`src/rtl/uart_key_rx.sv`:
```
// UART receiver for terminal keystrokes (8N1; 8E1 when UART_PARITY_EN is defined).
// Each good byte appears on key for KEY_HOLD cycles, flagged by a one-cycle key_valid strobe.
module uart_key_rx #(
    parameter int unsigned CLKS_PER_BIT = 564,
    parameter int unsigned KEY_HOLD     = 2
) (
    input  logic       clk,
    input  logic       rst,
    input  logic       rx,
    output logic [7:0] key,
    output logic       key_valid,
    output logic       frame_err
);
    localparam int unsigned CW = (CLKS_PER_BIT > 1) ? $clog2(CLKS_PER_BIT) : 1;
    localparam int unsigned HW = $clog2(KEY_HOLD + 1);

    localparam logic [2:0] IDLE   = 3'd0;
    localparam logic [2:0] START  = 3'd1;
    localparam logic [2:0] DATA   = 3'd2;
    localparam logic [2:0] STOP   = 3'd3;
    localparam logic [2:0] BREAK  = 3'd4;
`ifdef UART_PARITY_EN
    localparam logic [2:0] PARITY = 3'd5;
`endif

    localparam logic [CW-1:0] HALF_END = CW'(CLKS_PER_BIT / 2 - 1);
    localparam logic [CW-1:0] BIT_END  = CW'(CLKS_PER_BIT - 1);

    logic          rx_m, rx_s;
    logic [2:0]    state, state_n;
    logic [CW-1:0] clk_cnt, clk_cnt_n;
    logic [2:0]    bit_cnt, bit_cnt_n;
    logic [7:0]    shreg, shreg_n;
    logic [HW-1:0] hold_cnt;
    logic          load_c, err_c;
`ifdef UART_PARITY_EN
    logic          par_bad, par_bad_n;
`endif

    // Two-flop synchronizer, idle-high reset so no false start follows reset.
    always_ff @(posedge clk) begin
        if (rst) begin
            rx_m <= 1'b1;
            rx_s <= 1'b1;
        end else begin
            rx_m <= rx;
            rx_s <= rx_m;
        end
    end

    always_ff @(posedge clk) begin
        if (rst) begin
            state   <= IDLE;
            clk_cnt <= '0;
            bit_cnt <= '0;
            shreg   <= '0;
`ifdef UART_PARITY_EN
            par_bad <= 1'b0;
`endif
        end else begin
            state   <= state_n;
            clk_cnt <= clk_cnt_n;
            bit_cnt <= bit_cnt_n;
            shreg   <= shreg_n;
`ifdef UART_PARITY_EN
            par_bad <= par_bad_n;
`endif
        end
    end

    always_comb begin
        state_n   = state;
        clk_cnt_n = clk_cnt;
        bit_cnt_n = bit_cnt;
        shreg_n   = shreg;
        load_c    = 1'b0;
        err_c     = 1'b0;
`ifdef UART_PARITY_EN
        par_bad_n = par_bad;
`endif
        case (state)
            IDLE: begin
                if (!rx_s) begin
                    state_n   = START;
                    clk_cnt_n = '0;
                end
            end
            START: begin
                if (clk_cnt == HALF_END) begin
                    clk_cnt_n = '0;
                    bit_cnt_n = '0;
                    state_n   = rx_s ? IDLE : DATA;
                end else begin
                    clk_cnt_n = clk_cnt + CW'(1);
                end
            end
            DATA: begin
                if (clk_cnt == BIT_END) begin
                    clk_cnt_n = '0;
                    shreg_n   = {rx_s, shreg[7:1]};
                    bit_cnt_n = bit_cnt + 3'd1;
                    if (bit_cnt == 3'd7) begin
`ifdef UART_PARITY_EN
                        state_n = PARITY;
`else
                        state_n = STOP;
`endif
                    end
                end else begin
                    clk_cnt_n = clk_cnt + CW'(1);
                end
            end
`ifdef UART_PARITY_EN
            PARITY: begin
                if (clk_cnt == BIT_END) begin
                    clk_cnt_n = '0;
                    par_bad_n = (^shreg) ^ rx_s;
                    state_n   = STOP;
                end else begin
                    clk_cnt_n = clk_cnt + CW'(1);
                end
            end
`endif
            STOP: begin
                if (clk_cnt == BIT_END) begin
                    clk_cnt_n = '0;
`ifdef UART_PARITY_EN
                    // Bad parity and bad stop together still give a single error pulse.
                    load_c = rx_s && !par_bad;
                    err_c  = !rx_s || par_bad;
`else
                    load_c = rx_s;
                    err_c  = !rx_s;
`endif
                    state_n = rx_s ? IDLE : BREAK;
                end else begin
                    clk_cnt_n = clk_cnt + CW'(1);
                end
            end
            BREAK: begin
                if (rx_s) begin
                    state_n = IDLE;
                end
            end
            default: state_n = IDLE;
        endcase
    end

    // Output register and hold timer; a new byte always restarts the hold window.
    always_ff @(posedge clk) begin
        if (rst) begin
            key       <= '0;
            key_valid <= 1'b0;
            frame_err <= 1'b0;
            hold_cnt  <= '0;
        end else begin
            key_valid <= load_c;
            frame_err <= err_c;
            if (load_c) begin
                key      <= shreg;
                hold_cnt <= HW'(KEY_HOLD - 1);
            end else if (hold_cnt != '0) begin
                hold_cnt <= hold_cnt - HW'(1);
            end else begin
                key <= '0;
            end
        end
    end
endmodule
```
`config.mk`:
```
export PLATFORM = sky130hd
export DESIGN_NAME = uart_key_rx
export DESIGN_NICKNAME = d
export VERILOG_FILES = /design/src/rtl/uart_key_rx.sv
export SDC_FILE = /design/constraint.sdc
export NUM_CORES = 1
export LEC_CHECK = 0
export BUFFER_PORTS_ARGS = -buffer_cell sky130_fd_sc_hd__clkbuf_2
export CAP_MARGIN = 15
export CORE_MARGIN = 2
export CORE_UTILIZATION = 45
export CTS_CLUSTER_DIAMETER = 80
export CTS_CLUSTER_SIZE = 8
export DETAILED_ROUTE_END_ITERATION = 12
export PLACE_DENSITY = 0.65
export SYNTH_ARGS = -nofsm -noshare
export SYNTH_HDL_FRONTEND = slang
export SYNTH_SLANG_ARGS = --single-unit
```
`constraint.sdc`:
```
create_clock -name clk -period 5.4 [get_ports clk]
set_input_delay 1.08 -clock clk [delete_from_list [all_inputs] [get_ports clk]]
set_output_delay 1.08 -clock clk [all_outputs]
set_load 0.05 [all_outputs]
```
Word level (Yosys, flattened, before mapping)
Cells that the tools add are included.
{"block": "word_totals", "reg_bits": 38, "out_inout_bits": 10, "wordCells": 65}
{"block": "op_classes", "add_sub_neg": 3, "eq_ne": 14, "mux": 22, "bitwise": 2, "reduce_logical": 13}
{"op": "$mux W10", "n": 3}
{"op": "$pmux W10 S3", "n": 1}
{"op": "$mux W3", "n": 9}
{"op": "$mux W8", "n": 2}
{"op": "$pmux W3 S5", "n": 1}
{"op": "$ne A2 B2 Y1 const B", "n": 7}
{"op": "$add A10 B1 Y10 const B", "n": 1}
{"op": "$eq A10 B10 Y1 const B", "n": 1}
{"op": "$eq A10 B9 Y1 const B", "n": 1}
{"op": "$eq A3 B2 Y1 const B", "n": 2}
{"op": "$eq A3 B3 Y1 const B", "n": 2}
{"op": "$pmux W3 S2", "n": 1}
{"op": "$reduce_and A6 Y1", "n": 1}
{"op": "$reduce_bool A2 Y1", "n": 3}
{"op": "$mux W1", "n": 4}
{"op": "$reduce_and A2 Y1", "n": 2}
{"op": "$reduce_or A2 Y1", "n": 2}
{"op": "$add A3 B1 Y3 const B", "n": 1}
{"op": "$eq A3 B1 Y1 const B", "n": 1}
{"op": "$logic_not A3 Y1", "n": 1}
{"op": "$reduce_and A3 Y1", "n": 1}
{"op": "$reduce_bool A3 Y1", "n": 1}
{"op": "$reduce_or A3 Y1", "n": 1}
{"op": "$mux W2", "n": 1}
{"op": "other kinds (3)", "n": 4}

Longest topological paths before layout
Gate-level depths: netlist of the first run.
{"block": "depth", "depth_word": 4, "mapped_depth": 8, "depth_no_buf": 7}

Worst setup path after synthesis of the first run
OpenSTA, ideal clock, no wires.
{"block": "synth_timing", "path_kind": "input port to flip-flop", "startpoint": "in rst", "endpoint": "reg clk_cnt[6]", "arrival_time_ns": 1.793, "slack_ns": 3.533, "path_stages": 5, "n_path_buf": 2, "path_cell_list": "clkbuf_1 -> a21oi_2 -> buf_6 -> a41oi_1 -> a31oi_1"}
{"item": "start, declared", "line_no": "8", "rtl": "input logic rst,"}
{"item": "end signal, assigned", "line_no": "62", "rtl": "clk_cnt <= clk_cnt_n;"}
{"item": "end, declared", "line_no": "31", "rtl": "logic [CW-1:0] clk_cnt, clk_cnt_n;"}

==> results of run 1 <==
-- path summary, 6_finish.rpt --
path | start | to | slack [ns]
max reg2reg | clk_cnt[0]$_SDFFE_PP0P_ | bit_cnt[0]$_SDFFE_PP0P_ | 3.41
min | rx_m$_SDFF_PP1_ | rx_s$_SDFF_PP1_ | 0.42
min reg2reg | rx_m$_SDFF_PP1_ | rx_s$_SDFF_PP1_ | 0.42
max | rst | clk_cnt[6]$_SDFFE_PP0P_ | 3.12
-- power by group through the flow --
stage                     Clock, µW  Combinational (µW)  Sequential, µW
after CTS                       252                53.7             293
after global placement            0                51.8             299
after global routing            265                61.6             293
after detailed placement          0                53.3             299
after floorplan                   0                49.4             297
final                           243                53.6             293
-- cell type report --
| type | instances | area share [%] |
|---|---|---|
| Clock buffer | 6 | 4.07 |
| Inverter | 6 | 1.11 |
| Clock inverter | 1 | 1.48 |
| Sequential cell | 38 | 37.5 |
| Multi-Input combinational cell | 139 | 49.8 |
| Tap cell | 50 | 3.09 |
| Timing Repair Buffer | 12 | 2.96 |
-- synthesized netlist by cell type (all sizes together), types with 2 or more instances --
library cell / count / area (µm²)
dfxtp: 38 / 761
nand2: 21 / 101
nor2: 21 / 78.8
a21oi: 18 / 124
mux2i: 9 / 90.1
nand3b: 8 / 60.1
clkbuf: 7 / 26.3
nor3: 7 / 46.3
a31oi: 6 / 37.5
inv: 6 / 22.5
ha: 5 / 62.6
nand2b: 5 / 31.3
a22o: 4 / 35.0
buf: 3 / 38.8
nand3: 3 / 20.0
or2: 3 / 18.8
a211oi: 2 / 15.0
a21o: 2 / 15.0
and3: 2 / 17.5
nand4: 2 / 12.5
nor3b: 2 / 15.0
o2111ai: 2 / 17.5
o31ai: 2 / 33.8
xor2: 2 / 17.5
-- registers in the layout, summed over array words and instances (netlist names), 2 cells and up --
register / count
bit_cnt: 3
clk_cnt: 10
hold_cnt: 2
key: 8
shreg: 8
state: 3
-- kinds of logic (layout without fill, tap and decap cells) --
| family | count (synthesis) | in the layout | share of synthesized area [%] |
|---|---|---|---|
| xor gates and xnor gates | 3 | 3 | 1.42 |
| AOI/OAI and AO/OA | 40 | 40 | 16.6 |
| muxes | 9 | 9 | 4.85 |
| buffers and inverters | 16 | 25 | 4.72 |
| adders and majority gates | 5 | 5 | 3.37 |
| and+or+nand+nor | 82 | 82 | 28.1 |
| DFF | 38 | 38 | 41.0 |
-- worst reg2reg max path, stage by stage (launching register included) --
cell and delay (ns):
dfxtp_1 0.43, ha_1 0.30, nand4bb_4 0.19, nor4_2 0.30, o21ai_1 0.17, or3b_1 0.37, a21oi_1 0.15
-- routing by layer --
metal  up-vias  routed length (µm)  track usage [%]
li1        698                   -                -
met1       656                1600             21.3
met2        26                1590             25.1
met3         7                 136             3.95
met4         0                  67             8.25
met5         -                   0                0
-- per-stage QoR --
step / total power (µW) / hold WS (ns) / cells / setup slack [ns] / cell area, µm²
floorplan: 346 / 0.389 / 193 / 3.53 / 1860
global route: 620 / 0.437 / 252 / 2.97 / 2030
global placement: 350 / 0.405 / 245 / 2.93 / 1910
finish: 589 / 0.416 / 252 / 3.12 / 2030
CTS: 599 / 0.417 / 252 / 3.17 / 2030
detailed placement: 353 / 0.395 / 245 / 2.86 / 1910
==> results_dict.tcl, run 1 <==
set metrics [dict create \
    synth_warnings 0 \
    cp_slowest_stage_delay_ns 0.62 \
    synthCells 193 \
    grt_pass1_vias 1235 \
    htreeDepth 2 \
    clkTransAtPathRegs_ns 0.07 \
    clock-sinks 38 \
    track_usage_pct 16.3 \
    power_density_mw_per_mm2 291 \
    clock_latency_ns 0.29 \
    dp_hpwl_mm 2.42 \
    max-vdd-ir-drop_mv 0.147 \
    multi_input_area_mm2 0.00101 \
    cts_buffer_depth 2 \
    ys_types 45 \
    fin_util_pct 51.0 \
    io_pins 13 \
    synth_edf_count 0 \
    switching_share_pct 21.8 \
    ys_ff_latch 38 \
    path_delay_family "compound AO/OA/AOI/OAI gates" \
    post_cts_buffers 0 \
    remaining_drc_errors 0 \
    cp.required_ns 5.62 \
    dieArea_mm2 0.00466 \
    hold_depth 1 \
    drtIter0Drc 70 \
    cp.depth 4 \
    cts_tree "yes" \
    regArea_um2 761 \
    setup_viol 0 \
    num_vias 1387 \
    crit_path_start_kind "input pin" \
    layout_common_cells "38 x dfxtp_1, 21 x nor2_1, 12 x nand2_1, 12 x clkbuf_2" \
    path_class "input pin to register" \
    layout_commonest_cell "dfxtp_1" \
    p_comb_share_pct 9.1 \
    fin_skew_ns 0.00437 \
    grt_max_degree 34 \
    antenna_found_initial 0 \
    antenna_cells 0 \
    async_flop_share_pct 0 \
    grt-ovfl-total 0 \
    setup_tns_ns 0 \
    core_mm2 0.00397 \
    ctsResizeCount 0 \
    wire_per_inst_um 13.4 \
    die_y_um 68.2 \
    place.gp.congestion 0.799 \
    final_nets 210 \
    drv_slew 0 \
    first_pass_iters 4 \
    hold_class "register to register" \
    p_clk_share_pct 41.2 \
    status "finished, final reports clean" \
    layout_min_cycle_time_ns 2.28 \
    die_x_um 68.2 \
    grt_pass1_wl_mm 5.70 \
    crit_chain "clkbuf_2 -> a21oi_2 -> a41oi_1 -> a31oi_1" \
    syn_nets 201 \
    synthToLayoutAreaGrowth_pct 9.16 \
    power.switching_uw 128 \
    vias_per_cell 5.50 \
    cts_made_buffers 5 \
    syn-cell-area_mm2 0.00186 \
    hold_viol_final 0 \
    synthFlopType "dfxtp_1" \
    ctsHoldBuffers 0 \
    reg2reg_depth 6 \
    p_leak_uw 0.000817 \
    rows 23 \
    worst_setup_path_end_kind "register" \
    fmax_ghz 0.439 \
    initial_core_util_pct 46.8 \
    cp_slowest_cell "a21oi_2" \
    ant_nets 0 \
    tightest_slew_ns 0.737 \
    crit_fanout 33 \
    arrival_ns 2.49 \
    seqPwrFrac_pct 49.7 \
    cp_num_buf_inv 1 \
    synth_seq_area_share_pct 41.0 \
    clockRootBuffer "clkbuf_8" \
    io_buffers 12 \
    slew_headroom_pct 50.9 \
    drive_above_1_share_pct 25.2 \
    finalCritPeriodShare_pct 42.1 \
    wirelength_mm 3.39 \
    cap_violations 0 \
    nFillCells 364 \
    rsz0062_at_grt "no" \
    internal_power_uw 461 \
    syn_avg_cell_area_um2 9.62 \
]
(Power assumes the default switching activity.)
==> run 2: changes to the inputs <==
PLACE_DENSITY = 0.68   (was 0.65)
clock period = 1.99 ns   (was 5.4 ns; I/O delays follow)
==> results_dict.tcl, run 2 (same netlist as run 1, synthesis figures left out) <==
set metrics [dict create \
    cp.required_ns 2.16 \
    power_density_mw_per_mm2 824 \
    fin_skew_ns 0.0125 \
    worst_setup_path_end_kind "register" \
    placedCellCount 250 \
    layout_min_cycle_time_ns 1.87 \
    clkTransAtPathRegs_ns 0.08 \
    slew_headroom_pct 72.9 \
    drv_slew 0 \
    top_regs "clk_cnt (10), key (8), shreg (8)" \
    wire_per_inst_um 13.2 \
    hold-worst-slack_ns 0.302 \
    ant_nets 0 \
    hold_start "rx" \
    path_class "register to register" \
    rows 23 \
    fin_area_mm2 0.00212 \
    rrSetupSlack_ns 0.12 \
    place.gp.congestion 0.795 \
    io_pins 13 \
    drtIter0Drc 78 \
    fin_util_pct 53.3 \
    antenna_found_initial 0 \
    core_mm2 0.00397 \
    synthToLayoutAreaGrowth_pct 14.0 \
    grt_pass1_vias 1235 \
    cap_violations 0 \
    track_usage_pct 16.7 \
    final_nets 216 \
    first_pass_iters 4 \
    max-vdd-ir-drop_mv 0.374 \
    die_y_um 68.2 \
    htreeDepth 2 \
    hold_depth 2 \
    hold_class "input pin to register" \
    io_buffers 12 \
    hold_viol_final 0 \
    num_vias 1396 \
    tightest_slew_ns 0.401 \
    timing.rr.end "key[6]$_SDFFE_PP0P_" \
    p_leak_uw 0.000858 \
    initial_core_util_pct 46.8 \
    cts_buffer_depth 2 \
    r2r-start "state[0]$_SDFFE_PP0P_" \
    remaining_drc_errors 0 \
    setup_tns_ns 0 \
    reg2reg_depth 5 \
    dp_hpwl_mm 2.37 \
    ctsHoldBuffers 0 \
    arrival_ns 2.04 \
    fmax_ghz 0.535 \
    clock_latency_ns 0.29 \
    cts_made_buffers 5 \
    antenna_cells 0 \
    layout_commonest_cell "dfxtp_1" \
    status "finished, final reports clean" \
    grt_max_degree 24 \
    clockRootBuffer "clkbuf_8" \
    grt_util_met3_pct 4.93 \
    largest_reg_flops 10 \
    finalCritPeriodShare_pct 94.0 \
    grt-ovfl-total 0 \
    crit_path_start_kind "register" \
    layout_common_cells "37 x dfxtp_1, 21 x nor2_1, 12 x nand2_1, 12 x clkbuf_2" \
    dieArea_mm2 0.00466 \
    drive_above_1_share_pct 28.7 \
    setup_viol 0 \
    crit_fanout 10 \
    cts_tree "yes" \
    die_x_um 68.2 \
    grt_busiest_layer "met2" \
    wirelength_mm 3.41 \
    vias_per_cell 5.39 \
    grt_pass1_wl_mm 5.71 \
    clock-sinks 38 \
    top_register "clk_cnt" \
    holdPathEnd "rx_m$_SDFF_PP1_" \
    met2_usage_pct 24.2 \
    use_met1_pct 23.0 \
    layoutNonFillerInstCount 259 \
    place_area_mm2 0.00195 \
]
## run 2: area by class of cell
class                   count  area (µm²)
flip-flops and latches     38         762
well taps                  50        62.6
clock buffers               5        68.8
repair buffers             18         105
fillers                   374        1850
inverters                   6        22.5
clock inverters             3        68.8
multi-input cells         139        1030
## run 2: how the worst max path moves through the flow
stage / startpoint / endpoint / slack (ns)
after floorplan: clk_cnt[0]$_SDFFE_PP0P_ / bit_cnt[0]$_SDFFE_PP0P_ / 0.28
after global placement: clk_cnt[0]$_SDFFE_PP0P_ / bit_cnt[0]$_SDFFE_PP0P_ / 0.13
after detailed placement: clk_cnt[0]$_SDFFE_PP0P_ / bit_cnt[0]$_SDFFE_PP0P_ / 0.06
after CTS: clk_cnt[0]$_SDFFE_PP0P_ / bit_cnt[0]$_SDFFE_PP0P_ / 0.06
after global routing: clk_cnt[1]$_SDFFE_PP0P_ / bit_cnt[0]$_SDFFE_PP0P_ / -0.04
final: state[0]$_SDFFE_PP0P_ / key[6]$_SDFFE_PP0P_ / 0.12
## run 2: critical path, stage by stage (launching register included)
cell	delay, ns
dfxtp_1	0.53
or4b_4	0.54
nor3_4	0.19
nand3_2	0.23
nand3b_1	0.18
a21oi_2	0.06
## run 2: through the flow
| stage | worst slack, ns | power, µW |
|---|---|---|
| 6_report | 0.120 | 1740 |
| 5_1_grt | -0.0356 | 1820 |
| 4_1_cts | 0.0580 | 1760 |
| 3_5_place_dp | 0.0603 | 969 |
| 3_3_place_gp | 0.132 | 966 |
| 2_1_floorplan | 0.278 | 939 |
## run 2: timing repair
action / 4_1_cts / 5_1_grt
endpoints found under the hold margin: 0 / 0
gates resized for setup: 0 / 4
endpoints found under the setup margin: 0 / 2
setup buffers: 0 / 1
## run 2: layer usage
metal | part of all wire [%] | vias up
met5 | 0 | -
met4 | 1.4 | 0
met3 | 2.2 | 4
met2 | 46 | 11
met1 | 50 | 662
li1 | - | 719
## run 2: report_power, final
part	total (µW)	internal, µW	switching, µW
Clock	792	502	290
Combinational	157	74.6	82.2
Sequential	795	779	16.1
